--- src/rtl/shifter_ctrl_pkg.sv ---
// Shared encodings, request/load records and the LOAD-time resolution
// function for the shifter operand sequencer.
package shifter_ctrl_pkg;

  // Operand mux select encodings
  localparam logic [1:0] SEL_ROT_IMM   = 2'b00;
  localparam logic [1:0] SEL_SHIFT_IMM = 2'b01;
  localparam logic [1:0] SEL_REG_SHIFT = 2'b10;
  localparam logic [1:0] SEL_ILLEGAL   = 2'b11;

  // Shift type encodings
  localparam logic [1:0] SH_LSL = 2'b00;
  localparam logic [1:0] SH_LSR = 2'b01;
  localparam logic [1:0] SH_ASR = 2'b10;
  localparam logic [1:0] SH_ROR = 2'b11;

  // Sequencer states
  localparam logic [1:0] ST_IDLE  = 2'b00;
  localparam logic [1:0] ST_LOAD  = 2'b01;
  localparam logic [1:0] ST_SHIFT = 2'b10;
  localparam logic [1:0] ST_DONE  = 2'b11;

  // Remaining-count width: holds 0..33
  localparam int         REM_W   = 6;
  localparam logic [5:0] REM_MAX = 6'd33;

  // Request fields captured at the accept edge
  typedef struct packed {
    logic [1:0]  sel;
    logic [1:0]  shift_type;
    logic [7:0]  imm8;
    logic [3:0]  rotate_imm;
    logic [4:0]  shift_imm;
    logic [31:0] rm;
    logic [7:0]  rs_lo;
    logic        carry_in;
  } req_t;

  // Working state produced by LOAD
  typedef struct packed {
    logic [31:0]      value;
    logic [1:0]       shift_type;
    logic [REM_W-1:0] rem;
    logic             carry;
    logic             err;
  } load_t;

  // Resolve the shift amount and every zero-amount special case up front so
  // that the serial engine only ever sees a plain shift of rem bits.
  function automatic load_t resolve_req(input req_t r);
    load_t l;
    l.value      = r.rm;
    l.shift_type = r.shift_type;
    l.rem        = '0;
    l.carry      = r.carry_in;
    l.err        = 1'b0;
    case (r.sel)
      SEL_ROT_IMM: begin
        l.value      = {24'h0, r.imm8};
        l.shift_type = SH_ROR;
        l.rem        = {1'b0, r.rotate_imm, 1'b0};
      end
      SEL_SHIFT_IMM: begin
        l.rem = {1'b0, r.shift_imm};
        if (r.shift_imm == 5'd0) begin
          case (r.shift_type)
            SH_LSL:         l.rem = '0;
            SH_LSR, SH_ASR: l.rem = 6'd32;
            default: begin
              // RRX: one-bit rotate through carry, done here in one go
              l.value = {r.carry_in, r.rm[31:1]};
              l.carry = r.rm[0];
              l.rem   = '0;
            end
          endcase
        end
      end
      SEL_REG_SHIFT: begin
        if (r.rs_lo == 8'd0) begin
          l.rem = '0;
        end else if (r.shift_type == SH_ROR) begin
          if (r.rs_lo[4:0] == 5'd0) begin
            l.carry = r.rm[31];
            l.rem   = '0;
          end else begin
            l.rem = {1'b0, r.rs_lo[4:0]};
          end
        end else begin
          // Anything past 33 behaves exactly like 33
          l.rem = (r.rs_lo > 8'(REM_MAX)) ? REM_MAX : r.rs_lo[REM_W-1:0];
        end
      end
      default: begin
        l.value = '0;
        l.err   = 1'b1;
        l.rem   = '0;
      end
    endcase
    return l;
  endfunction

endpackage

--- src/rtl/shifter_ctrl_shift_step.sv ---
// One serial shift step: shifts value by k (1..32) bits and reports the last
// bit shifted out. k == 0 passes value and carry through unchanged.
module shift_step
  import shifter_ctrl_pkg::*;
(
  input  logic [31:0] value_i,
  input  logic [1:0]  shift_type_i,
  input  logic [5:0]  k_i,
  input  logic        carry_i,
  output logic [31:0] value_o,
  output logic        carry_o
);

  logic [32:0]        lsl_t;
  logic [32:0]        lsr_t;
  logic signed [32:0] asr_t;
  logic [31:0]        ror_v;

  // Extend by one bit so the last bit shifted out lands in a fixed position
  always_comb begin
    // NOTE: every always_comb output gets a default first so no path can infer a latch.
    lsl_t   = {1'b0, value_i} << k_i;
    lsr_t   = {value_i, 1'b0} >> k_i;
    asr_t   = $signed({value_i, 1'b0}) >>> k_i;
    ror_v   = (value_i >> k_i) | (value_i << (6'd32 - k_i));
    value_o = value_i;
    carry_o = carry_i;
    if (k_i != 6'd0) begin
      case (shift_type_i)
        SH_LSL: begin
          value_o = lsl_t[31:0];
          carry_o = lsl_t[32];
        end
        SH_LSR: begin
          value_o = lsr_t[32:1];
          carry_o = lsr_t[0];
        end
        SH_ASR: begin
          value_o = asr_t[32:1];
          carry_o = asr_t[0];
        end
        default: begin
          value_o = ror_v;
          carry_o = ror_v[31];
        end
      endcase
    end
  end

endmodule

--- src/rtl/shifter_ctrl.sv ---
// Multi-cycle sequencer producing the ARM data-processing operand2 and its
// shifter carry-out, shifting STEP bits per cycle between decode and ALU.
module shifter_ctrl
  import shifter_ctrl_pkg::*;
#(
  parameter int unsigned STEP = 4
) (
  input  logic        clk,
  input  logic        reset,
  input  logic        req_valid,
  output logic        req_ready,
  input  logic [1:0]  sel,
  input  logic [1:0]  shift_type,
  input  logic [7:0]  imm8,
  input  logic [3:0]  rotate_imm,
  input  logic [4:0]  shift_imm,
  input  logic [31:0] rm,
  input  logic [31:0] rs,
  input  logic        carry_in,
  output logic        res_valid,
  input  logic        res_ready,
  output logic [31:0] shifter_operand,
  output logic        shifter_carry,
  output logic        res_err,
  output logic        busy
);

  localparam logic [REM_W-1:0] STEP_K = REM_W'(STEP);

  logic [1:0]       state_q, state_d;
  req_t             req_q, req_d;
  logic [31:0]      val_q, val_d;
  logic [1:0]       type_q, type_d;
  logic [REM_W-1:0] rem_q, rem_d;
  logic             carry_q, carry_d;
  logic             err_q, err_d;
  logic [31:0]      op_q, op_d;
  logic             op_carry_q, op_carry_d;
  logic             res_err_q, res_err_d;
  logic             res_valid_q, res_valid_d;

  load_t            ld;
  logic [REM_W-1:0] step_k;
  logic [31:0]      step_value;
  logic             step_carry;

  // Only rs[7:0] takes part in register-specified shifts
  logic             unused_rs_hi;
  assign unused_rs_hi = ^rs[31:8];

  assign ld     = resolve_req(req_q);
  assign step_k = (rem_q > STEP_K) ? STEP_K : rem_q;

  shift_step u_shift_step (
    .value_i      (val_q),
    .shift_type_i (type_q),
    .k_i          (step_k),
    .carry_i      (carry_q),
    .value_o      (step_value),
    .carry_o      (step_carry)
  );

  // Next-state: capture at accept, resolve in LOAD, shift serially, publish in DONE
  always_comb begin
    state_d     = state_q;
    req_d       = req_q;
    val_d       = val_q;
    type_d      = type_q;
    rem_d       = rem_q;
    carry_d     = carry_q;
    err_d       = err_q;
    op_d        = op_q;
    op_carry_d  = op_carry_q;
    res_err_d   = res_err_q;
    res_valid_d = res_valid_q;
    case (state_q)
      ST_IDLE: begin
        if (req_valid) begin
          req_d.sel        = sel;
          req_d.shift_type = shift_type;
          req_d.imm8       = imm8;
          req_d.rotate_imm = rotate_imm;
          req_d.shift_imm  = shift_imm;
          req_d.rm         = rm;
          req_d.rs_lo      = rs[7:0];
          req_d.carry_in   = carry_in;
          state_d          = ST_LOAD;
        end
      end
      ST_LOAD: begin
        val_d   = ld.value;
        type_d  = ld.shift_type;
        rem_d   = ld.rem;
        carry_d = ld.carry;
        err_d   = ld.err;
        state_d = (ld.rem == '0) ? ST_DONE : ST_SHIFT;
      end
      ST_SHIFT: begin
        val_d   = step_value;
        carry_d = step_carry;
        rem_d   = rem_q - step_k;
        if (rem_q <= STEP_K) state_d = ST_DONE;
      end
      default: begin
        // First DONE cycle moves the result into the output registers;
        // they then hold until the consumer takes it.
        if (!res_valid_q) begin
          op_d        = val_q;
          op_carry_d  = carry_q;
          res_err_d   = err_q;
          res_valid_d = 1'b1;
        end else if (res_ready) begin
          res_valid_d = 1'b0;
          res_err_d   = 1'b0;
          state_d     = ST_IDLE;
        end
      end
    endcase
  end

  // Control and output registers; reset aborts any operation in flight
  always_ff @(posedge clk) begin
    if (reset) begin
      state_q     <= ST_IDLE;
      op_q        <= '0;
      op_carry_q  <= 1'b0;
      res_err_q   <= 1'b0;
      res_valid_q <= 1'b0;
    end else begin
      // NOTE: sequential state uses <= so every flop samples pre-edge values.
      state_q     <= state_d;
      op_q        <= op_d;
      op_carry_q  <= op_carry_d;
      res_err_q   <= res_err_d;
      res_valid_q <= res_valid_d;
    end
  end

  // Datapath registers; always written before being read, so left unreset
  always_ff @(posedge clk) begin
    // NOTE: no reset here on purpose; the FSM guarantees a write precedes any use.
    req_q   <= req_d;
    val_q   <= val_d;
    type_q  <= type_d;
    rem_q   <= rem_d;
    carry_q <= carry_d;
    err_q   <= err_d;
  end

  assign req_ready       = (state_q == ST_IDLE);
  assign busy            = (state_q != ST_IDLE);
  assign res_valid       = res_valid_q;
  assign shifter_operand = op_q;
  assign shifter_carry   = op_carry_q;
  assign res_err         = res_err_q;

endmodule
--- config.mk ---
export PLATFORM = sky130hd
export DESIGN_NAME = shifter_ctrl
export DESIGN_NICKNAME = d
export VERILOG_FILES = /design/src/rtl/shifter_ctrl_pkg.sv /design/src/rtl/shifter_ctrl_shift_step.sv /design/src/rtl/shifter_ctrl.sv
export SDC_FILE = /design/constraint.sdc
export NUM_CORES = 1
export LEC_CHECK = 0
export ABC_AREA = 1
export BUFFER_PORTS_ARGS = -buffer_cell sky130_fd_sc_hd__buf_2
export CAP_MARGIN = 30
export CORE_AREA = 4 4 128 154
export CTS_BUF_LIST = sky130_fd_sc_hd__clkbuf_2
export DETAILED_ROUTE_END_ITERATION = 12
export DIE_AREA = 0 0 132 158
export PLACE_DENSITY = 0.78
export SYNTH_ARGS = -nofsm -noshare
export SYNTH_HDL_FRONTEND = slang
export SYNTH_SLANG_ARGS = --single-unit
--- constraint.sdc ---
create_clock -name clk -period 5.4 [get_ports clk]
set_clock_uncertainty 0.2 [all_clocks]
set_input_delay 1.35 -clock clk [delete_from_list [all_inputs] [get_ports clk]]
set_output_delay 1.35 -clock clk [all_outputs]
set_load 0.005 [all_outputs]
==> results.json, run 1 <==
{
  "outcome": "finished, final reports clean",
  "final_layout_size_suffix_gt1_frac": 0.1369,
  "setup_ws_ns": 2.164,
  "busiest_layer": "met2",
  "path_clk_slew_ns": 0.23,
  "power_density_nw_per_um2": 554.6,
  "h-tree-depth": 4,
  "ant_nets": 0,
  "hold_viol": 0,
  "drt_iter0_markers": 979,
  "power_switching_w": 0.002768,
  "leakage_nw": 4.639,
  "syn_area_um2": 8955,
  "max_stage_delay_ns": 0.44,
  "core_um2": 18170,
  "clock_power_share": 0.123,
  "reg2regPathDepth": 13,
  "fmax_mhz": 309.1,
  "grt_pass1_vias": 7954,
  "worst_r2r_endpoint": "val_q[12]",
  "path_cells": "inv_1 > ha_1 > inv_1 > buf_2",
  "max_cap_viol_count": 0,
  "holdBufCountCts": 0,
  "worst_slew_pin_slew_ns": 0.9265,
  "cts_buffers": 17,
  "irDropWorstVdd_uv": 247.8,
  "final_max_slew_viol_count": 0,
  "cts_root_buf": "clkbuf_2",
  "ys_top_cells_by_count": "nand2_1 (426), inv_1 (131), o21ai_0 (105)",
  "drc": 0,
  "min_period_ns": 3.236,
  "area_growth_pct": 10.26,
  "start_util": 0.4927,
  "post-dp-hpwl_um": 18750,
  "min_path_type": "reg -> reg",
  "seq_area_um2": 3864,
  "synth_top_area_cell": "edfxtp_1",
  "tns_ns": 0,
  "n_fill_cell": 1759,
  "path_delay_family": "flip-flops",
  "synth_edf_count": 104,
  "slew_headroom": 0.3785,
  "crit_path_top_delay_cell": "dfxtp_1",
  "path_buf_inv": 3,
  "die_y_um": 158,
  "post-route-util": 0.5432,
  "post_cts_buffers": 0,
  "grt_overflow": 0,
  "clkLatencyLatePin_ns": 0.77,
  "met1_usage": 0.3215,
  "ys_seq_area_frac": 0.4315,
  "preCtsSetupSlack_ns": 2.259,
  "yosys_warnings": 0,
  "dieArea_um2": 20860,
  "cts_buffer_depth": 2,
  "crit_end": "busy",
  "setup_viol": 0,
  "worstPathArrival_ns": 1.69,
  "synth.top_cell.area_share": 0.3487,
  "cp-end-kind": "output pin",
  "drt-total-wl_um": 25260,
  "async_flop_share": 0,
  "drtPass1Iterations": 6,
  "final.period_utilization": 0.5992,
  "synth_area_per_cell_um2": 7.269,
  "synth_area_leaders": "edfxtp_1 (35%), nand2_1 (18%), dfxtp_1 (8.3%), o21ai_0 (5.9%), nand3_1 (5.8%)",
  "synth-main-ff-cell": "edfxtp_1",
  "wl_per_cell_um": 16.33,
  "met3_usage": 0.03687,
  "rsz0062_at_grt": "no",
  "switching_share": 0.5055,
  "vias_per_cell": 5.564,
  "multiInputGateArea_um2": 4254,
  "cts_tree": "yes",
  "cp.required_ns": 3.85,
  "grt_max_degree": 65,
  "placementRows": 54,
  "combPwrFrac": 0.558,
  "port_buffers": 102,
  "io_pins": 127,
  "reg2reg_slack_ns": 2.20,
  "r2r_start": "rem_q[5]",
  "whs_ns": 0.2816,
  "crit_cells": 4,
  "clock_sinks": 141,
  "synthCells": 1232,
  "antenna_found_initial": 1,
  "synth_seq_cells": 141,
  "internal_power_w": 0.002708,
  "routabilityCongestion": 0.9740,
  "cp-start-kind": "flop",
  "grtUsageMet2": 0.4103,
  "path_max_fanout": 4,
  "grt_first_pass_wirelength_um": 40590,
  "path_common_cell": "inv_1",
  "route.vias.total": 8607,
  "syn_nets": 1333,
  "nNetsFinal": 1410,
  "cts_resized": 0,
  "grtUsageTotal": 0.2437,
  "crit_type": "reg -> out",
  "synth.distinct_cells": 43,
  "power_frac_seq": 0.319,
  "timing.critical_path.from": "state_q[0]",
  "yosysMostFrequentCell": "nand2_1",
  "dieWidth_um": 132
}
[power by group through the flow]
stage	Combinational [W]	Clock [W]	Sequential [W]
after floorplan	0.00216	0	0.00176
final	0.00306	0.000672	0.00175
after global routing	0.00341	0.000745	0.00178
after detailed placement	0.00300	0	0.00178
after CTS	0.00301	0.000686	0.00175
after global placement	0.00297	0	0.00177
[worst min-delay path by stage]
stage	start	end	cells past startpoint
6_report	res_err	res_err	2
5_1_grt	res_err	res_err	2
4_1_cts	res_err	res_err	2
3_5_place_dp	res_err	res_err	2
3_3_place_gp	res_err	res_err	2
2_1_floorplan	carry_q	shifter_carry	2
[final cells by class]
type | instances | area share
antenna | 1 | 0.0002535
multi-input combinational | 889 | 0.4309
timing repair buffer | 125 | 0.07173
tap | 224 | 0.02839
sequential | 141 | 0.3913
clock inverter | 15 | 0.01723
clock buffer | 17 | 0.008617
inverter | 135 | 0.05158
[placed cells by master, fill, tap and decap left out, types with 8 or more instances in the layout]
cell type and instances:
a21oi_1 66, buf_2 102, buf_4 21, clkbuf_2 17, dfxtp_1 37, edfxtp_1 104
ha_1 11, inv_1 130, inv_6 8, nand2_1 426, nand3_1 104, nor2_1 47
o211ai_1 33, o21ai_0 104, o21ai_1 25, o32ai_1 24
[metrics by stage]
step	instance area, um^2	total power (W)	instances
after floorplan	8955	0.003918	1232
after global placement	9595	0.004739	1513
after detailed placement	9615	0.004775	1514
after CTS	9871	0.005446	1546
after global routing	9873	0.005936	1547
final	9873	0.005475	1547
[cell families (layout without fill, tap and decap cells)]
logic type / after synthesis / count (layout) / share of synthesized area
compound gates: 276 / 276 / 0.1812
fa+ha+maj: 11 / 11 / 0.01537
buf+inv: 202 / 292 / 0.09501
flops: 141 / 141 / 0.4315
other cells: 1 / 2 / 0.0004188
simple gates: 601 / 601 / 0.2765
[worst register-to-register path, stage by stage (launching register included)]
cell      delay [ns]
edfxtp_1        0.47
nor2_2          0.16
nand2_2         0.33
nor2_4          0.24
buf_4           0.38
nand2_1         0.20
nand2_1         0.14
inv_1           0.08
o21ai_0         0.42
nand2_1         0.09
nand3_1         0.09
nand3_1         0.09
nand2_1         0.07
nand2_1         0.06
[routing by layer]
metal	vias up	share of wire	routed length [um]
li1	4294	-	-
met1	3888	0.42	10710
met2	379	0.48	12050
met3	46	0.075	1893
met4	0	0.024	607
met5	-	0	0
[sequential cells by signal (all words and copies together), names as in the netlist]
register	cells
res_valid	1
req_q	62
state_q	2
val_q	32
carry_q	1
err_q	1
shifter_operand	32
shifter_carry	1
rem_q	6
res_err	1
type_q	2
(Power assumes the default switching activity.)
==> inputs of run 2 (changes only) <==
--- a/config.mk
+++ b/config.mk
@@ -5,14 +5,14 @@
 export SDC_FILE = /design/constraint.sdc
 export NUM_CORES = 1
 export LEC_CHECK = 0
-export ABC_AREA = 1
+export ABC_AREA = 0
 export BUFFER_PORTS_ARGS = -buffer_cell sky130_fd_sc_hd__buf_2
 export CAP_MARGIN = 30
-export CORE_AREA = 4 4 128 154
+export CORE_AREA = 4 4 129 156
 export CTS_BUF_LIST = sky130_fd_sc_hd__clkbuf_2
 export DETAILED_ROUTE_END_ITERATION = 12
-export DIE_AREA = 0 0 132 158
-export PLACE_DENSITY = 0.78
+export DIE_AREA = 0 0 133 160
+export PLACE_DENSITY = 0.81
 export SYNTH_ARGS = -nofsm -noshare
 export SYNTH_HDL_FRONTEND = slang
 export SYNTH_SLANG_ARGS = --single-unit
==> constraint.sdc (replaced) <==
create_clock -name clk -period 2.9 [get_ports clk]
set_clock_uncertainty 0.2 [all_clocks]
set_input_delay 0.725 -clock clk [delete_from_list [all_inputs] [get_ports clk]]
set_output_delay 0.725 -clock clk [all_outputs]
set_load 0.005 [all_outputs]
==> run 2 against run 1 <==
  * The flow now finishes with violations (negative setup slack)
  * Global-route usage up 8.1 points
  * Synthesized area up 2.6%
  * Sequential power up 120%
  * Wire length up 39%
  * Critical path depth up 5
  * Register-to-register slack worse by 2.4 ns
  * Sequential share of layout area down 5.9 points
  * Clock-buffer cell count up 1
  * Critical endpoint is now val_q[20]
==> results.json, run 2 <==
{
  "violations": "negative setup slack",
  "post-route-util": 0.6236,
  "yosysMostFrequentCell": "nand2_1",
  "final_max_slew_viol_count": 0,
  "cts_tree": "yes",
  "path_common_cell": "buf_4",
  "outcome": "finished, violations left",
  "cts_buffers": 17,
  "drt-met1-wl_um": 12930,
  "reg2regPathDepth": 9,
  "yosys_warnings": 0,
  "max_cap_viol_count": 0,
  "fmax_mhz": 322.9,
  "top_register": "req_q",
  "io_pins": 127,
  "setup_viol": 20,
  "start_util": 0.4929,
  "irDropWorstVdd_uv": 483.8,
  "die_y_um": 160,
  "h-tree-depth": 4,
  "routabilityCongestion": 1.062,
  "ys_seq_area_frac": 0.4204,
  "async_flop_share": 0,
  "dieArea_um2": 21280,
  "crit_path_top_delay_cell": "or4_4",
  "dp.cells": 1390,
  "route.vias.total": 9668,
  "min_period_ns": 3.096,
  "stdcell_count": 1490,
  "path_buf_inv": 3,
  "crit_type": "reg -> reg",
  "worstPathArrival_ns": 3.41,
  "hold_viol": 0,
  "wl_per_cell_um": 23.63,
  "top_layer": "met4",
  "power_density_nw_per_um2": 1062,
  "area_growth_pct": 26.53,
  "cts_buffer_depth": 2,
  "path_delay_family": "simple AND/OR/NAND/NOR gates",
  "preCtsSetupSlack_ns": -0.2362,
  "cts_root_buf": "clkbuf_2",
  "ant_nets": 0,
  "wl_met3_um": 3865,
  "hold_depth": 4,
  "synth.top_cell.area_share": 0.3398,
  "path_max_fanout": 20,
  "synth-main-ff-cell": "edfxtp_1",
  "final.period_utilization": 1.068,
  "vias_per_cell": 6.489,
  "grt_pass1_vias": 9380,
  "synth_seq_cells": 141,
  "final_layout_size_suffix_gt1_frac": 0.2660,
  "slew_headroom": 0.5575,
  "dieWidth_um": 133,
  "post-dp-hpwl_um": 23140,
  "layout_commonest_cell": "nand2_1",
  "synth_top_area_cell": "edfxtp_1",
  "clock_sinks": 141,
  "min_path_type": "in -> reg",
  "synth_edf_count": 104,
  "layout_common_cells": "nand2_1 (140), edfxtp_1 (104), buf_4 (104)",
  "synth_area_leaders": "edfxtp_1 (34%), dfxtp_1 (8.1%), nand2_1 (5.8%), a21oi_1 (5.4%), mux4_2 (3.7%)",
  "whs_ns": 0.02797,
  "setup_ws_ns": -0.1965,
  "grt_overflow": 0,
  "core_um2": 18650,
  "nNetsFinal": 1321,
  "syn_area_um2": 9191,
  "largest_reg_flops": 62,
  "drt-total-wl_um": 35210,
  "drtPass1Iterations": 6,
  "crit_cells": 9,
  "grt_max_degree": 64,
  "synth_area_per_cell_um2": 9.020,
  "drt_iter0_markers": 1229,
  "cp-start-kind": "flop",
  "grtUsageTotal": 0.3251,
  "path_cells": "or4_4 > buf_4 > buf_4 > nor3_1 > buf_4 > nor3_1 > o21ai_1 > a31oi_1 > a311o_1",
  "grt_first_pass_wirelength_um": 54140,
  "cp-end-kind": "flop",
  "synthCells": 1019,
  "leakage_nw": 4.414,
  "wl_met2_um": 16560,
  "max_stage_delay_ns": 0.63,
  "path_clk_slew_ns": 0.28,
  "ys_top_cells_by_count": "nand2_1 (141), edfxtp_1 (104), a21oi_1 (100)",
  "placementRows": 55,
  "clkLatencyLatePin_ns": 0.77,
  "drc": 0,
  "n_fill_cell": 1580,
  "synth.distinct_cells": 75,
  "syn_nets": 1120,
  "rsz0062_at_grt": "yes",
  "cp.required_ns": 3.21,
  "worst_slew_pin_slew_ns": 0.6638,
  "antenna_found_initial": 1,
  "port_buffers": 102
}
## run 2: cell types whose count changed in the layout (fill, tap and decap cells not counted), moves of 34 or more
cell	previous run	this run
nor3_1	2	36
o21ai_0	104	52
buf_4	21	104
dlygate4sd3_1	0	62
nand3_1	104	31
inv_1	130	15
nand2_1	426	140
## run 2: cells by family (layout without fill, tap and decap cells)
kind of cell	after synthesis	after routing	share of synthesized area
buffers and inverters	118	332	0.05404
DFF	141	141	0.4204
other	1	2	0.0004080
adders and majority gates	11	11	0.01497
and+or+nand+nor	331	331	0.1625
AOI/OAI and AO/OA	360	360	0.2627
xor gates and xnor gates	2	2	0.001906
muxes	55	55	0.08304
## run 2: tightest hold or removal path: stages
cell and delay (ns):
buf_2 0.10, nand3_1 0.07, o21ai_0 0.07, nor2_1 0.04
## run 2: final timing paths
kind | start | endpoint | slack [ns]
max | rem_q[4] | val_q[20] | -0.20
min reg2reg | shifter_operand[13] | shifter_operand[13] | 0.26
min | res_ready | res_valid | 0.03
max reg2reg | rem_q[4] | val_q[20] | -0.20
## run 2: layout make-up
cell class / instances / area [um^2] / area share
Inverter: 20 / 87.58 / 0.007531
Clock inverter: 14 / 145.1 / 0.01248
Sequential cell: 141 / 3864 / 0.3322
Timing Repair Buffer: 280 / 2103 / 0.1809
Multi-Input combinational cell: 760 / 5017 / 0.4314
Tap cell: 256 / 320.3 / 0.02754
Clock buffer: 18 / 90.09 / 0.007746
Antenna cell: 1 / 2.502 / 0.0002152
## run 2: timing repair
item,4_1_cts,5_1_grt
gates resized for setup,20,14
setup endpoints to repair,19,29
setup buffers,5,3
hold buffers,62,0
cloned,0,0
pin swaps,13,15
hold endpoints to repair,62,0
## run 2: routing by layer
| layer | global-route usage | up-vias |
|---|---|---|
| met3 | 0.06900 | 140 |
| met4 | 0.1545 | 0 |
| met1 | 0.4139 | 4489 |
| met2 | 0.5277 | 722 |
| met5 | 0 | - |
| li1 | - | 4317 |
## run 2: power breakdown
group	total, W	leakage (nW)	switching [W]	internal (W)
registers	0.00386	1.30	0.000872	0.00299
clock network	0.00121	0.137	0.000866	0.000346
logic	0.00728	2.98	0.00430	0.00298
## run 2: per-stage QoR
step / instance area (um^2) / total power [W] / setup TNS [ns]
2_1_floorplan: 9321 / 0.007789 / -21.93
3_3_place_gp: 10590 / 0.01050 / -1.579
3_5_place_dp: 10590 / 0.01050 / -1.779
4_1_cts: 11560 / 0.01193 / -1.369
5_1_grt: 11630 / 0.01289 / -3.994
6_report: 11630 / 0.01235 / -2.373
